### src/rtl/lnl_bus_fabric_if.sv
// LnL CPU bus plus NSLV slave-side signals, grouped for the bus fabric.
// "slave" is the fabric's view; "master" is the surrounding CPU and slave devices.
interface lnl_bus_fabric_if #(
  parameter int unsigned ADDR_W = 12,
  parameter int unsigned DATA_W = 16,
  parameter int unsigned NSLV   = 4,
  parameter int unsigned SLOT_W = 3
);
  logic                   m_en;
  logic                   m_rw;
  logic [ADDR_W-1:0]      m_addr;
  logic [DATA_W-1:0]      m_wdata;
  logic [DATA_W-1:0]      m_rdata;
  logic                   m_ready;
  logic                   m_err;
  logic [NSLV-1:0]        s_sel;
  logic                   s_we;
  logic [SLOT_W-1:0]      s_addr;
  logic [DATA_W-1:0]      s_wdata;
  logic [NSLV*DATA_W-1:0] s_rdata;
  logic [NSLV-1:0]        s_ready;

  modport slave (
    input  m_en, m_rw, m_addr, m_wdata, s_rdata, s_ready,
    output m_rdata, m_ready, m_err, s_sel, s_we, s_addr, s_wdata
  );

  modport master (
    output m_en, m_rw, m_addr, m_wdata, s_rdata, s_ready,
    input  m_rdata, m_ready, m_err, s_sel, s_we, s_addr, s_wdata
  );
endinterface

### src/rtl/lnl_bus_fabric.sv
// Address decode and transaction sequencer from the LnL CPU bus to NSLV slaves, with
// per-slave wait states, slave-ready handshake, registered read data and a bus timeout.
module lnl_bus_fabric #(
  parameter int unsigned         ADDR_W   = 12,
  parameter int unsigned         DATA_W   = 16,
  parameter int unsigned         NSLV     = 4,
  parameter int unsigned         SLOT_W   = 3,
  parameter logic [4*NSLV-1:0]   WAIT_CYC = 16'h2010,
  parameter int unsigned         TIMEOUT  = 8
) (
  input logic             clk,
  input logic             rst_n,
  lnl_bus_fabric_if.slave bus
);

  localparam int unsigned IdxW  = (NSLV > 1) ? $clog2(NSLV) : 1;
  localparam int unsigned TcntW = (TIMEOUT > 1) ? $clog2(TIMEOUT) : 1;

  typedef enum logic [1:0] {StIdle, StAccess, StResp} state_e;

  state_e              state_q, state_d;
  logic [IdxW-1:0]     idx_q, idx_d;
  logic [3:0]          wcnt_q, wcnt_d;
  logic [TcntW-1:0]    tcnt_q, tcnt_d;
  logic [NSLV-1:0]     sel_q, sel_d;
  logic                we_q, we_d;
  logic [SLOT_W-1:0]   addr_q, addr_d;
  logic [DATA_W-1:0]   wdata_q, wdata_d;
  logic [DATA_W-1:0]   rdata_q, rdata_d;
  logic                ready_q, ready_d;
  logic                err_q, err_d;

  logic [ADDR_W-SLOT_W-1:0] idx_full;
  logic [IdxW-1:0]          idx_new;

  always_comb begin
    state_d = state_q;
    idx_d   = idx_q;
    wcnt_d  = wcnt_q;
    tcnt_d  = tcnt_q;
    sel_d   = sel_q;
    we_d    = we_q;
    addr_d  = addr_q;
    wdata_d = wdata_q;
    rdata_d = rdata_q;
    ready_d = 1'b0;
    err_d   = 1'b0;

    idx_full = bus.m_addr[ADDR_W-1:SLOT_W];
    idx_new  = idx_full[IdxW-1:0];

    case (state_q)
      StIdle: begin
        if (bus.m_en) begin
          we_d    = bus.m_rw;
          addr_d  = bus.m_addr[SLOT_W-1:0];
          wdata_d = bus.m_wdata;
          if (32'(idx_full) < NSLV) begin
            state_d        = StAccess;
            idx_d          = idx_new;
            sel_d          = '0;
            sel_d[idx_new] = 1'b1;
            wcnt_d         = WAIT_CYC[4*idx_new +: 4];
            tcnt_d         = '0;
          end else begin
            // Unmapped: answer straight away with an error, no slave touched.
            state_d = StResp;
            ready_d = 1'b1;
            err_d   = 1'b1;
            rdata_d = '0;
          end
        end
      end

      StAccess: begin
        tcnt_d = tcnt_q + 1'b1;
        if (wcnt_q != 4'd0) begin
          wcnt_d = wcnt_q - 4'd1;
        end else if (bus.s_ready[idx_q]) begin
          if (!we_q) begin
            rdata_d = bus.s_rdata[DATA_W*idx_q +: DATA_W];
          end
          sel_d   = '0;
          ready_d = 1'b1;
          state_d = StResp;
        end else if ((TIMEOUT != 0) && (tcnt_q == TcntW'(TIMEOUT - 1))) begin
          sel_d   = '0;
          rdata_d = '0;
          ready_d = 1'b1;
          err_d   = 1'b1;
          state_d = StResp;
        end
      end

      StResp: begin
        state_d = StIdle;
      end

      default: begin
        state_d = StIdle;
      end
    endcase
  end

  always_ff @(posedge clk or negedge rst_n) begin
    if (!rst_n) begin
      state_q <= StIdle;
      idx_q   <= '0;
      wcnt_q  <= '0;
      tcnt_q  <= '0;
      sel_q   <= '0;
      we_q    <= 1'b0;
      addr_q  <= '0;
      wdata_q <= '0;
      rdata_q <= '0;
      ready_q <= 1'b0;
      err_q   <= 1'b0;
    end else begin
      state_q <= state_d;
      idx_q   <= idx_d;
      wcnt_q  <= wcnt_d;
      tcnt_q  <= tcnt_d;
      sel_q   <= sel_d;
      we_q    <= we_d;
      addr_q  <= addr_d;
      wdata_q <= wdata_d;
      rdata_q <= rdata_d;
      ready_q <= ready_d;
      err_q   <= err_d;
    end
  end

  assign bus.s_sel   = sel_q;
  assign bus.s_we    = we_q;
  assign bus.s_addr  = addr_q;
  assign bus.s_wdata = wdata_q;
  assign bus.m_rdata = rdata_q;
  assign bus.m_ready = ready_q;
  assign bus.m_err   = err_q;

endmodule

### src/flat_wrapper.sv
// flat-port wrapper written by rule: the top's interface ports become plain ports
module lnl_bus_fabric_flat 
#(
  parameter int unsigned         ADDR_W   = 12,
  parameter int unsigned         DATA_W   = 16,
  parameter int unsigned         NSLV     = 4,
  parameter int unsigned         SLOT_W   = 3,
  parameter logic [4*NSLV-1:0]   WAIT_CYC = 16'h2010,
  parameter int unsigned         TIMEOUT  = 8
)
  (clk, rst_n, bus_m_en, bus_m_rw, bus_m_addr, bus_m_wdata, bus_s_rdata, bus_s_ready, bus_m_rdata, bus_m_ready, bus_m_err, bus_s_sel, bus_s_we, bus_s_addr, bus_s_wdata);
  lnl_bus_fabric_if #(.ADDR_W(ADDR_W), .DATA_W(DATA_W), .NSLV(NSLV), .SLOT_W(SLOT_W)) bus_i ();
  input logic clk;
  input logic rst_n;
  input wire logic [$bits(bus_i.m_en)-1:0] bus_m_en;
  input wire logic [$bits(bus_i.m_rw)-1:0] bus_m_rw;
  input wire logic [$bits(bus_i.m_addr)-1:0] bus_m_addr;
  input wire logic [$bits(bus_i.m_wdata)-1:0] bus_m_wdata;
  input wire logic [$bits(bus_i.s_rdata)-1:0] bus_s_rdata;
  input wire logic [$bits(bus_i.s_ready)-1:0] bus_s_ready;
  output wire logic [$bits(bus_i.m_rdata)-1:0] bus_m_rdata;
  output wire logic [$bits(bus_i.m_ready)-1:0] bus_m_ready;
  output wire logic [$bits(bus_i.m_err)-1:0] bus_m_err;
  output wire logic [$bits(bus_i.s_sel)-1:0] bus_s_sel;
  output wire logic [$bits(bus_i.s_we)-1:0] bus_s_we;
  output wire logic [$bits(bus_i.s_addr)-1:0] bus_s_addr;
  output wire logic [$bits(bus_i.s_wdata)-1:0] bus_s_wdata;
  assign bus_i.m_en = bus_m_en;
  assign bus_i.m_rw = bus_m_rw;
  assign bus_i.m_addr = bus_m_addr;
  assign bus_i.m_wdata = bus_m_wdata;
  assign bus_i.s_rdata = bus_s_rdata;
  assign bus_i.s_ready = bus_s_ready;
  assign bus_m_rdata = bus_i.m_rdata;
  assign bus_m_ready = bus_i.m_ready;
  assign bus_m_err = bus_i.m_err;
  assign bus_s_sel = bus_i.s_sel;
  assign bus_s_we = bus_i.s_we;
  assign bus_s_addr = bus_i.s_addr;
  assign bus_s_wdata = bus_i.s_wdata;
  lnl_bus_fabric #(.ADDR_W(ADDR_W), .DATA_W(DATA_W), .NSLV(NSLV), .SLOT_W(SLOT_W), .WAIT_CYC(WAIT_CYC), .TIMEOUT(TIMEOUT)) u_core (.clk(clk), .rst_n(rst_n), .bus(bus_i));
endmodule
### config.mk
export PLATFORM = sky130hd
export DESIGN_NAME = lnl_bus_fabric_flat
export DESIGN_NICKNAME = d
export VERILOG_FILES = /design/src/rtl/lnl_bus_fabric_if.sv /design/src/rtl/lnl_bus_fabric.sv /design/src/flat_wrapper.sv
export SDC_FILE = /design/constraint.sdc
export NUM_CORES = 1
export LEC_CHECK = 0
export ABC_CLOCK_PERIOD_IN_PS = 3000
export BUFFER_PORTS_ARGS = -buffer_cell sky130_fd_sc_hd__buf_2
export CORE_MARGIN = 1.5
export CORE_UTILIZATION = 45
export CTS_CLUSTER_DIAMETER = 30
export DETAILED_ROUTE_END_ITERATION = 8
export PLACE_DENSITY = 0.8
export SETUP_SLACK_MARGIN = 0.5
export SLEW_MARGIN = 5
export SYNTH_ARGS = -nofsm -noshare
export SYNTH_HDL_FRONTEND = slang
export SYNTH_SLANG_ARGS = --single-unit
### constraint.sdc
create_clock -name clk -period 3 [get_ports clk]
set_clock_uncertainty 0.1 [all_clocks]
set_input_delay 0.6 -clock clk [delete_from_list [all_inputs] [get_ports clk]]
set_output_delay 0.6 -clock clk [all_outputs]
set_load 0.03 [all_outputs]
=== Word level (Yosys, flattened, before mapping) ===
Index checks and enable logic that the tools add are counted.

* Bits of input ports: 100
* Word-level logic and storage cells: 78
* Output and inout bits: 42
* Flip-flop bits (word level): 53

* Magnitude comparators: 4
* Equality and inequality tests: 9
* Shifts and indexed selects: 2
* $add $sub $neg: 2
* Reduce and logical (&&, ||, !) cells: 11
* Multiplexer cells: 39

{| class="wikitable"
|+ Operator list
! cell !! number
|-
| $mux 16 || 6
|-
| $shiftx 64x7->16 || 1
|-
| $mux 4 || 8
|-
| $pmux 16 s2 || 1
|-
| $pmux 4 s2 || 2
|-
| $shiftx 16x5->4 const A || 1
|-
| $mux 2 || 5
|-
| $lt 9x3->1 const B || 1
|-
| $mux 1 || 9
|-
| $reduce_and 3->1 || 3
|-
| $lt 2x3->1 const B || 2
|-
| $mux 3 || 2
|-
| $ne 2x2->1 const B || 3
|-
| $pmux 3 s2 || 1
|-
| $reduce_and 6->1 || 1
|-
| $reduce_and 5->1 || 1
|-
| $ne 2x1->1 const B || 2
|-
| $pmux 1 s2 || 2
|-
| $pmux 2 s2 || 1
|-
| $reduce_and 4->1 || 1
|-
| $reduce_bool 4->1 || 1
|-
| $sub 4x1->4 const B || 1
|-
| $add 3x1->3 const B || 1
|-
| $eq 3x3->1 const B || 1
|-
| 10 further kinds || 10
|}

=== Depth between registers and ports, before layout ===
Gate-level depths: netlist of the first run.

* Depth in word-level cells: 7
* Gate-level depth with buffers: 7

=== Least setup slack after synthesis of the first run ===
No wires, ideal clock.

* Path type: register to register
* From: reg u_core.wcnt_q[0]
* To: reg u_core.sel_q[0] (netlist: u_core.bus.s_sel[0])
* Slack: 0.819 ns
* Buffers on the path: 0
* Cell stages (with the launch flop): 7
* Data required time: 2.775 ns
* Arrival: 1.956 ns
* Clock period less this slack: 2.181 ns
* Cells stage by stage: dfrtp_1 inv_1 ha_1 or3b_2 o21bai_2 a21oi_1 mux2_2

* Word-level cells in the longest chain between the ends: 3

{| class="wikitable"
|+ RTL lines
! what !! line !! source
|-
| start: declaration || lnl_bus_fabric.sv:23 || <nowiki>logic [3:0] wcnt_q, wcnt_d;</nowiki>
|-
| start signal: assignment || lnl_bus_fabric.sv:121 || <nowiki>wcnt_q <= wcnt_d;</nowiki>
|-
| $reduce_bool 4->1 || lnl_bus_fabric.sv:77 || <nowiki>if (wcnt_q != 4'd0) begin</nowiki>
|-
| $ne 2x2->1 (no line) || -- ||
|-
| $reduce_and 5->1 (no line) || -- ||
|-
| end signal: assignment || lnl_bus_fabric.sv:123 || <nowiki>sel_q <= sel_d;</nowiki>
|-
| end: declaration || lnl_bus_fabric.sv:25 || <nowiki>logic [NSLV-1:0] sel_q, sel_d;</nowiki>
|}

No other way between the ends.
A chain may end at the register's enable or synchronous reset.

=== Worst setup path after layout of the first run ===
Same ends and word-level chain as after synthesis.

==> results.yml, run 1 <==
final_layout:
  antennaDiodeCount: 0
  regArea_um2: 1326
  multi_input_area_um2: 1151
  fill_cells: 448
  nets: 461
  drive_gt1_frac: 0.5782
  syn2layout_area_growth_pct: 35.58
run:
  cap_violations: 0
place:
  place_ws_ns: 0.4550
  hpwlAfterDp_um: 4923
  place_congestion: 0.7979
  numPortBuffers: 141
logic_synthesis:
  ys_ff_latch: 53
  synthArstFlopShare: 1.000
  synth_ff_type: "dfrtp_1"
  synth_most_common_cell: "dfrtp_1"
  mappedNetlistNets: 316
  synth_area_um2: 2669
  ys_seq_area_frac: 0.4970
  yosys_warnings: 0
  synth_top_area_frac: 0.4970
  synth_area_per_cell_um2: 12.59
  synth.distinct_cells: 35
  synth_area_leaders: "dfrtp_1 (50%), mux4_2 (14%), mux2_2 (11%), inv_1 (5.3%), o22ai_1 (4.0%)"
  synth_cells: 212
  synth_edf_count: 0
  yosys.area.top_type: "dfrtp_1"
  yosys-top-cells-count: "dfrtp_1 (53), inv_1 (38), mux2_2 (26), mux4_2 (17), o22ai_1 (17)"
global_route:
  grt_pass1_wl_um: 10110
  track_usage: 0.2098
  grt_antenna_before_repair: 0
  grt_max_degree: 31
  overflow: 0
  grt_pass1_vias: 2243
timing:
  max_freq_ghz: 0.4275
  final_hold_viol_count: 0
  setup_ws_ns: 0.6608
  timing.final.crit_period_ns: 2.339
  rsz0062_at_grt: "false"
  worstMarginPinSlew_ns: 0.5065
  setup_viol: 0
  fin_crit_sh: 0.7797
  setup_tns_ns: 0
  fin_hold_ws_ns: 0.1456
  slew_headroom: 0.6623
  report.final.slew_viol_count: 0
power_and_ir_drop:
  power_leakage_nw: 1.847
  pwr-share-seq: 0.445
  p_sw_frac: 0.2822
  p_clk_frac: 0.310
  power_frac_comb: 0.245
  power.density_nw_per_um2: 507.7
  peakVddDrop_v: 0.0003224
  power.switching_mw: 0.5183
  p_int_mw: 1.319
floorplan:
  die_h_um: 80.01
  rows: 27
  io_pins: 142
  initial_core_util: 0.4759
  core_um2: 5608
  fp.dieW_um: 80.01
  dieArea_um2: 6402
drt:
  wl_um: 6255
  drtPass1Iterations: 4
  ant_nets: 0
  drt_iter0_drc: 62
  drc_errors: 0
  post_drt_wl_per_cell_um: 14.55
  vias: 2198
  viasPerCell: 5.112
clock_tree:
  cts_root_buffer: "clkbuf_8"
  clkSinkCount: 53
  cts_tree: "done"
  clock_path_buffers: 2
  clk_latency_ns: 0.31
  clkTransAtPathRegs_ns: 0.09
  htree_levels: 2
  cts-buffers-inserted: 5
setup_path:
  path_class: "flip-flop to flip-flop"
  reg2reg_setup_slack_ns: 0.66
  reg2reg_from: "u_core.wcnt_q[0]$_DFFE_PN0P_"
  slowest_stage: "or3b_2"
  crit_required_ns: 3.10
  critPathLaunchType: "flip-flop"
  rr_worst_depth: 6
  crit_path_end_kind: "flip-flop"
  cp.arrival_ns: 2.43
  regToRegEndpoint: "u_core.bus.s_sel[0]$_DFFE_PN0P_"
  crit_chain: "inv_1, ha_1, or3b_2, o21bai_2, a21oi_1, mux2_2"
  critical_path.max_stage_delay_ns: 0.50
  cp_max_fo: 5
min_path:
  hp-class: "primary input to asynchronous set/reset pin"
run_status:
  status: "complete, no violations"
==> layer usage <==
| layer | vias to the layer above | wire length (um) | track usage |
|---|---|---|---|
| li1 | 1047 | - | - |
| met1 | 1034 | 2472 | 0.2358 |
| met2 | 102 | 3091 | 0.3681 |
| met3 | 15 | 505 | 0.05257 |
| met4 | 0 | 186 | 0.1017 |
| met5 | - | 0 | 0 |
==> cell usage in the layout (no fill, tap or decap), types with 2 or more instances in the layout <==
cell / netlist / final
ha_1: 4 / 4
a22o_1: 2 / 2
a21boi_0: 2 / 2
mux4_2: 17 / 17
buf_4: 0 / 6
clkbuf_8: 0 / 5
o31ai_1: 2 / 2
nand2_1: 7 / 7
inv_1: 38 / 38
buf_2: 1 / 141
nor3_1: 3 / 3
bufinv_16: 0 / 2
nand3_1: 2 / 2
o21ai_0: 7 / 7
o22ai_1: 17 / 17
mux2_2: 26 / 26
nor2_1: 5 / 5
dfrtp_1: 53 / 53
==> state kept, by name (all words and copies together) (netlist names), 2 cells and up <==
| signal | cells |
|---|---|
| u_core.idx_q | 2 |
| u_core.bus.s_sel | 4 |
| u_core.bus.s_wdata | 16 |
| u_core.bus.s_addr | 3 |
| u_core.state_q | 2 |
| u_core.wcnt_q | 4 |
| u_core.bus.m_rdata | 16 |
| u_core.tcnt_q | 3 |
==> how the worst max path moves through the flow <==
| stage | endpoint | from | slack [ns] |
|---|---|---|---|
| CTS | u_core.bus.m_rdata[3]$_DFFE_PN0P_ | u_core.wcnt_q[0]$_DFFE_PN0P_ | 0.56 |
| floorplan | u_core.bus.s_sel[0]$_DFFE_PN0P_ | u_core.wcnt_q[0]$_DFFE_PN0P_ | 0.82 |
| global placement | u_core.bus.s_sel[0]$_DFFE_PN0P_ | bus_m_addr[9] | 0.55 |
| detailed placement | u_core.bus.s_sel[0]$_DFFE_PN0P_ | bus_m_addr[9] | 0.45 |
| global route | u_core.bus.s_sel[0]$_DFFE_PN0P_ | u_core.wcnt_q[0]$_DFFE_PN0P_ | 0.57 |
| finish | u_core.bus.s_sel[0]$_DFFE_PN0P_ | u_core.wcnt_q[0]$_DFFE_PN0P_ | 0.66 |
==> stage by stage <==
step | instances | area, um2 | total power, mW | util
after floorplan | 212 | 2669 | 1.116 | -
final | 430 | 3618 | 1.837 | 0.6452
after CTS | 428 | 3591 | 1.854 | 0.6403
after global routing | 430 | 3618 | 1.934 | 0.6452
after detailed placement | 420 | 3453 | 1.283 | 0.6158
after global placement | 420 | 3453 | 1.268 | 0.6158
==> layout make-up <==
cell class | instances | area share
Multi-Input combinational cell | 111 | 0.3181
Clock inverter | 3 | 0.01902
Tap cell | 72 | 0.02490
Sequential cell | 53 | 0.3665
Timing Repair Buffer | 148 | 0.2130
Inverter | 38 | 0.03942
Clock buffer | 5 | 0.01902
==> timing repair <==
item                                    in CTS  in global routing
endpoints found under the setup margin       0                 16
resized for setup                            0                  0
hold buffers                                 0                  0
buffers inserted                             0                  2
==> cell families (layout without fill, tap and decap cells) <==
family | Yosys count | in the layout | share of synthesized area
DFF | 53 | 53 | 0.4970
buffers and inverters | 48 | 194 | 0.07360
muxes | 44 | 44 | 0.2569
AOI/OAI and AO/OA | 35 | 35 | 0.09376
and+or+nand+nor | 28 | 28 | 0.06002
adders and majority gates | 4 | 4 | 0.01875
==> worst max-delay path, delay by kind of cell, from the launching register on <==
| family | cells | cell delay, ns |
|---|---|---|
| and+or+nand+nor | 1 | 0.50 |
| buffers and inverters | 1 | 0.09 |
| muxes | 1 | 0.38 |
| DFF | 1 | 0.42 |
| adders and majority gates | 1 | 0.13 |
| AOI/OAI and AO/OA | 2 | 0.61 |
==> power by group through the flow <==
stage	clock, mW	combinational [mW]	sequential (mW)
after floorplan	0	0.182	0.934
after global placement	0	0.438	0.830
after detailed placement	0	0.450	0.833
after CTS	0.584	0.450	0.819
after global routing	0.615	0.490	0.830
final	0.569	0.449	0.818
Note: power is estimated with default switching activity, not from simulation.
==> run 2, diff against run 1 <==
--- a/config.mk
+++ b/config.mk
@@ -5,7 +5,7 @@
 export SDC_FILE = /design/constraint.sdc
 export NUM_CORES = 1
 export LEC_CHECK = 0
-export ABC_CLOCK_PERIOD_IN_PS = 3000
+export ABC_CLOCK_PERIOD_IN_PS = 2200
 export BUFFER_PORTS_ARGS = -buffer_cell sky130_fd_sc_hd__buf_2
 export CORE_MARGIN = 1.5
 export CORE_UTILIZATION = 45
==> constraint.sdc (replaced) <==
create_clock -name clk -period 2.2 [get_ports clk]
set_clock_uncertainty 0.1 [all_clocks]
set_input_delay 0.44 -clock clk [delete_from_list [all_inputs] [get_ports clk]]
set_output_delay 0.44 -clock clk [all_outputs]
set_load 0.03 [all_outputs]
==> results.yml, run 2 (synthesis results as in run 1) <==
setup_path:
  crit_chain: "inv_2, ha_4, or3b_4, o21bai_4, a211oi_4, buf_6, buf_16, o22ai_2"
  startpoint: "u_core.wcnt_q[0]$_DFFE_PN0P_"
  reg2reg_setup_slack_ns: 0.22
  slowest_stage: "dfrtp_1"
  cp.arrival_ns: 2.07
  endpoint: "u_core.bus.m_rdata[6]$_DFFE_PN0P_"
  path_class: "flip-flop to flip-flop"
  rr_worst_depth: 8
  cp_top_family: "compound AO/OA/AOI/OAI gates"
  critPathLaunchType: "flip-flop"
  worst-path-stages: 8
  critical_path.max_stage_delay_ns: 0.40
  cp_max_fo: 8
  reg2reg_from: "u_core.wcnt_q[0]$_DFFE_PN0P_"
  path_buf_inv: 3
  regToRegEndpoint: "u_core.bus.m_rdata[6]$_DFFE_PN0P_"
  crit_required_ns: 2.29
  crit_path_end_kind: "flip-flop"
clock_tree:
  cts-buffers-inserted: 5
  cts_tree: "done"
  clkTransAtPathRegs_ns: 0.09
  clk_latency_ns: 0.30
  clkSinkCount: 53
  clock_path_buffers: 2
  cts_root_buffer: "clkbuf_8"
  htree_levels: 2
final_layout:
  drive_gt1_frac: 0.6495
  fill_cells: 413
  final_common_cell: "buf_2"
  regArea_um2: 1326
  multi_input_area_um2: 1324
  nets: 472
  syn2layout_area_growth_pct: 46.27
  post-route-util: 0.6961
  mostFrequentLayoutCells: "buf_2 (140), dfrtp_1 (53), inv_1 (36), mux2_2 (23), mux4_2 (17)"
drt:
  ant_nets: 0
  viasPerCell: 5.252
  post_drt_wl_per_cell_um: 14.97
  drc_errors: 0
  vias: 2316
  drtPass1Iterations: 4
  drt_iter0_drc: 80
  wl_um: 6600
timing:
  fin_hold_ws_ns: 0.2637
  setup_tns_ns: 0
  setup_viol: 0
  fin_crit_sh: 0.8982
  rsz0062_at_grt: "true"
  final_hold_viol_count: 0
  slew_headroom: 0.6984
  max_freq_ghz: 0.5061
  timing.final.crit_period_ns: 1.976
  worstMarginPinSlew_ns: 0.4524
  report.final.slew_viol_count: 0
global_route:
  grt_pass1_vias: 2303
  grt_antenna_before_repair: 1
  track_usage: 0.2098
  grt_pass1_wl_um: 10320
  grt_max_degree: 35
  overflow: 0
power_and_ir_drop:
  power_leakage_nw: 1.949
  peakVddDrop_v: 0.0003019
  power.density_nw_per_um2: 629.7
  power_mw: 2.458
floorplan:
  rows: 27
  dieArea_um2: 6402
  die_h_um: 80.01
  initial_core_util: 0.4759
  fp.dieW_um: 80.01
  core_um2: 5608
  io_pins: 142
place:
  numPortBuffers: 141
  place_congestion: 0.8457
  hpwlAfterDp_um: 4896
run:
  cap_violations: 0
min_path:
  hp-class: "primary input to flip-flop"
run_status:
  status: "complete, no violations"
run 2: cell count changes in the layout (fill, tap and decap cells not counted), sizes merged:
| cell | before | now |
|---|---|---|
| buf | 148 | 158 |
| clkinv | 0 | 1 |
| bufinv | 2 | 1 |
| dlygate4sd3 | 0 | 1 |
| inv | 39 | 38 |
| diode | 0 | 1 |
run 2: layout make-up:
| class | instances | area share |
|---|---|---|
| sequential | 53 | 0.3397 |
| multi-input combinational | 111 | 0.3391 |
| timing repair buffer | 159 | 0.2343 |
| inverter | 38 | 0.03654 |
| tap | 72 | 0.02308 |
| clock buffer | 5 | 0.01763 |
| clock inverter | 2 | 0.008974 |
| antenna | 1 | 0.0006410 |
run 2: what timing repair did:
| item | CTS | global route |
|---|---|---|
| endpoints found under the hold margin | 19 | 0 |
| hold buffers | 1 | 0 |
| pin swaps | 4 | 8 |
| endpoints found under the setup margin | 23 | 25 |
| gates resized for setup | 19 | 12 |
| setup buffers | 6 | 3 |
| cloned | 1 | 0 |
run 2: through the flow:
step                cells  setup slack [ns]  area [um2]
detailed placement    422           0.09960        3568
floorplan             212            0.1967        2735
global placement      422            0.1692        3568
global route          440            0.1460        3901
CTS                   437            0.1971        3836
finish                441            0.2239        3904
run 2: worst min path at each step:
stage / cells past startpoint / slack, ns / end / startpoint
after floorplan: 0 / 0.04 / u_core.bus.m_err$_DFF_PN0_ / rst_n
after global placement: 1 / 0.31 / u_core.bus.s_wdata[11]$_DFFE_PN0P_ / rst_n
after detailed placement: 1 / 0.31 / u_core.bus.s_wdata[11]$_DFFE_PN0P_ / rst_n
after CTS: 2 / 0.26 / u_core.bus.s_wdata[2]$_DFFE_PN0P_ / bus_m_wdata[2]
after global routing: 2 / 0.25 / u_core.bus.s_wdata[3]$_DFFE_PN0P_ / bus_m_wdata[3]
final: 2 / 0.26 / u_core.bus.s_wdata[2]$_DFFE_PN0P_ / bus_m_wdata[2]
run 2: metal layers:
layer | part of all wire | track usage | wire length [um]
met1 | 0.40 | 0.2436 | 2617
met2 | 0.48 | 0.3613 | 3152
met3 | 0.098 | 0.06857 | 647
met4 | 0.028 | 0.07414 | 182
met5 | 0 | 0 | 0
run 2: power breakdown:
part	switching (mW)	internal, mW
sequential	0.0528	1.07
combinational	0.376	0.333
clock	0.300	0.331
total	0.729	1.73
==> run 3, diff against run 2 <==
--- a/config.mk
+++ b/config.mk
@@ -11,6 +11,7 @@
 export CORE_UTILIZATION = 45
 export CTS_CLUSTER_DIAMETER = 30
 export DETAILED_ROUTE_END_ITERATION = 8
+export MAX_ROUTING_LAYER = met4
 export PLACE_DENSITY = 0.8
 export SETUP_SLACK_MARGIN = 0.5
 export SLEW_MARGIN = 5
==> results.yml, run 3 (synthesis results as in run 1) <==
final_layout:
  mostFrequentLayoutCells: "buf_2 (141), dfrtp_1 (53), inv_1 (36), mux2_2 (23), mux4_2 (17)"
  syn2layout_area_growth_pct: 46.04
  drive_gt1_frac: 0.6450
  final_common_cell: "buf_2"
  nets: 473
  post-route-util: 0.6950
  final_cell_area_um2: 3897
floorplan:
  core_um2: 5608
  fp.dieW_um: 80.01
  io_pins: 142
  dieArea_um2: 6402
  rows: 27
  die_h_um: 80.01
  initial_core_util: 0.4759
timing:
  worstMarginPinSlew_ns: 0.4533
  rsz0062_at_grt: "true"
  fin_crit_sh: 0.9073
  slew_headroom: 0.6978
  final_hold_viol_count: 0
  timing.final.crit_period_ns: 1.996
  report.final.slew_viol_count: 0
  max_freq_ghz: 0.5010
  setup_tns_ns: 0
  setup_viol: 0
setup_path:
  crit_chain: "inv_2, ha_4, or3b_4, o21bai_4, a211oi_4, buf_6, buf_12, o22ai_1"
  critical_path.max_stage_delay_ns: 0.41
  slowest_stage: "dfrtp_1"
  path_class: "flip-flop to flip-flop"
  critPathLaunchType: "flip-flop"
  crit_required_ns: 2.29
  crit_path_end_kind: "flip-flop"
  cp_max_fo: 8
  cp.arrival_ns: 2.09
power_and_ir_drop:
  power_leakage_nw: 1.950
  power_mw: 2.453
  peakVddDrop_v: 0.0003054
  power.density_nw_per_um2: 629.5
global_route:
  grt_pass1_vias: 2300
  overflow: 0
  grt_antenna_before_repair: 1
  track_usage: 0.2159
  grt_max_degree: 35
  grt_pass1_wl_um: 10340
clock_tree:
  cts_root_buffer: "clkbuf_8"
  cts-buffers-inserted: 5
  clkTransAtPathRegs_ns: 0.09
  htree_levels: 2
  clock_path_buffers: 2
  clkSinkCount: 53
  clk_latency_ns: 0.30
  cts_tree: "done"
drt:
  drtPass1Iterations: 4
  viasPerCell: 5.253
  wl_um: 6676
  post_drt_wl_per_cell_um: 15.10
  vias: 2322
  drt_iter0_drc: 91
  ant_nets: 0
  drc_errors: 0
place:
  dpl_cell_area_um2: 3568
  numPortBuffers: 141
  hpwlAfterDp_um: 4896
  place_congestion: 0.8589
run:
  cap_violations: 0
run_status:
  status: "complete, no violations"
min_path:
  hp-class: "primary input to flip-flop"
run 3: changes by cell type in the layout (fill, tap and decap cells not counted), sizes merged:
cell / before / now
buf: 158 / 159
run 3: stage by stage:
step	hold slack (ns)	cells	setup WS (ns)
6_report	0.2634	442	0.2040
5_1_grt	0.2496	442	0.1374
4_1_cts	0.2564	437	0.1971
3_5_place_dp	0.3080	422	0.09960
3_3_place_gp	0.3054	422	0.1692
2_1_floorplan	0.04441	212	0.1967
run 3: cell type report:
type	count	area [um2]
inverter	38	142.6
clock buffer	5	68.82
clock inverter	2	35.03
fill	416	1710
multi-input combinational	111	1316
tap	72	90.09
timing repair buffer	160	915.9
antenna	1	2.502
sequential	53	1326
run 3: path summary, 6_finish.rpt:
kind | startpoint | endpoint | slack [ns] | depth (start not counted)
max | u_core.wcnt_q[0]$_DFFE_PN0P_ | u_core.bus.m_rdata[5]$_DFFE_PN0P_ | 0.20 | 8
min in group asynchronous | rst_n | u_core.bus.s_wdata[11]$_DFFE_PN0P_ | 0.51 | 2
min reg2reg | u_core.bus.s_wdata[1]$_DFFE_PN0P_ | u_core.bus.s_wdata[1]$_DFFE_PN0P_ | 0.41 | 1
max in group asynchronous | rst_n | u_core.bus.m_rdata[4]$_DFFE_PN0P_ | 0.95 | 3
min | bus_m_wdata[2] | u_core.bus.s_wdata[2]$_DFFE_PN0P_ | 0.26 | 2
max reg2reg | u_core.wcnt_q[0]$_DFFE_PN0P_ | u_core.bus.m_rdata[5]$_DFFE_PN0P_ | 0.20 | 8
run 3: timing repair:
item,4_1_cts,5_1_grt
gates resized for setup,19,9
cloned,1,0
setup buffers,6,4
setup endpoints to repair,23,25
pin swaps,4,7
hold endpoints to repair,19,0
hold buffers,1,0
run 3: critical path, delay by kind of cell, from the launching register on:
family | cells | cell delay (ns)
compound gates | 3 | 0.52
flops | 1 | 0.41
buf+inv | 3 | 0.37
simple gates | 1 | 0.37
fa+ha+maj | 1 | 0.12
run 3: power breakdown:
part | internal, mW | total (mW) | switching, mW
Clock | 0.331 | 0.629 | 0.299
Sequential | 1.07 | 1.12 | 0.0523
Combinational | 0.330 | 0.706 | 0.376
Total | 1.73 | 2.45 | 0.727
run 3: routing by layer:
layer  track usage  vias to the layer above  wire length [um]
li1              -                     1067                 -
met4       0.07414                        0               182
met5             -                        -                 0
met2        0.3605                      105              3206
met3       0.06286                       18               567
met1        0.2489                     1132              2719
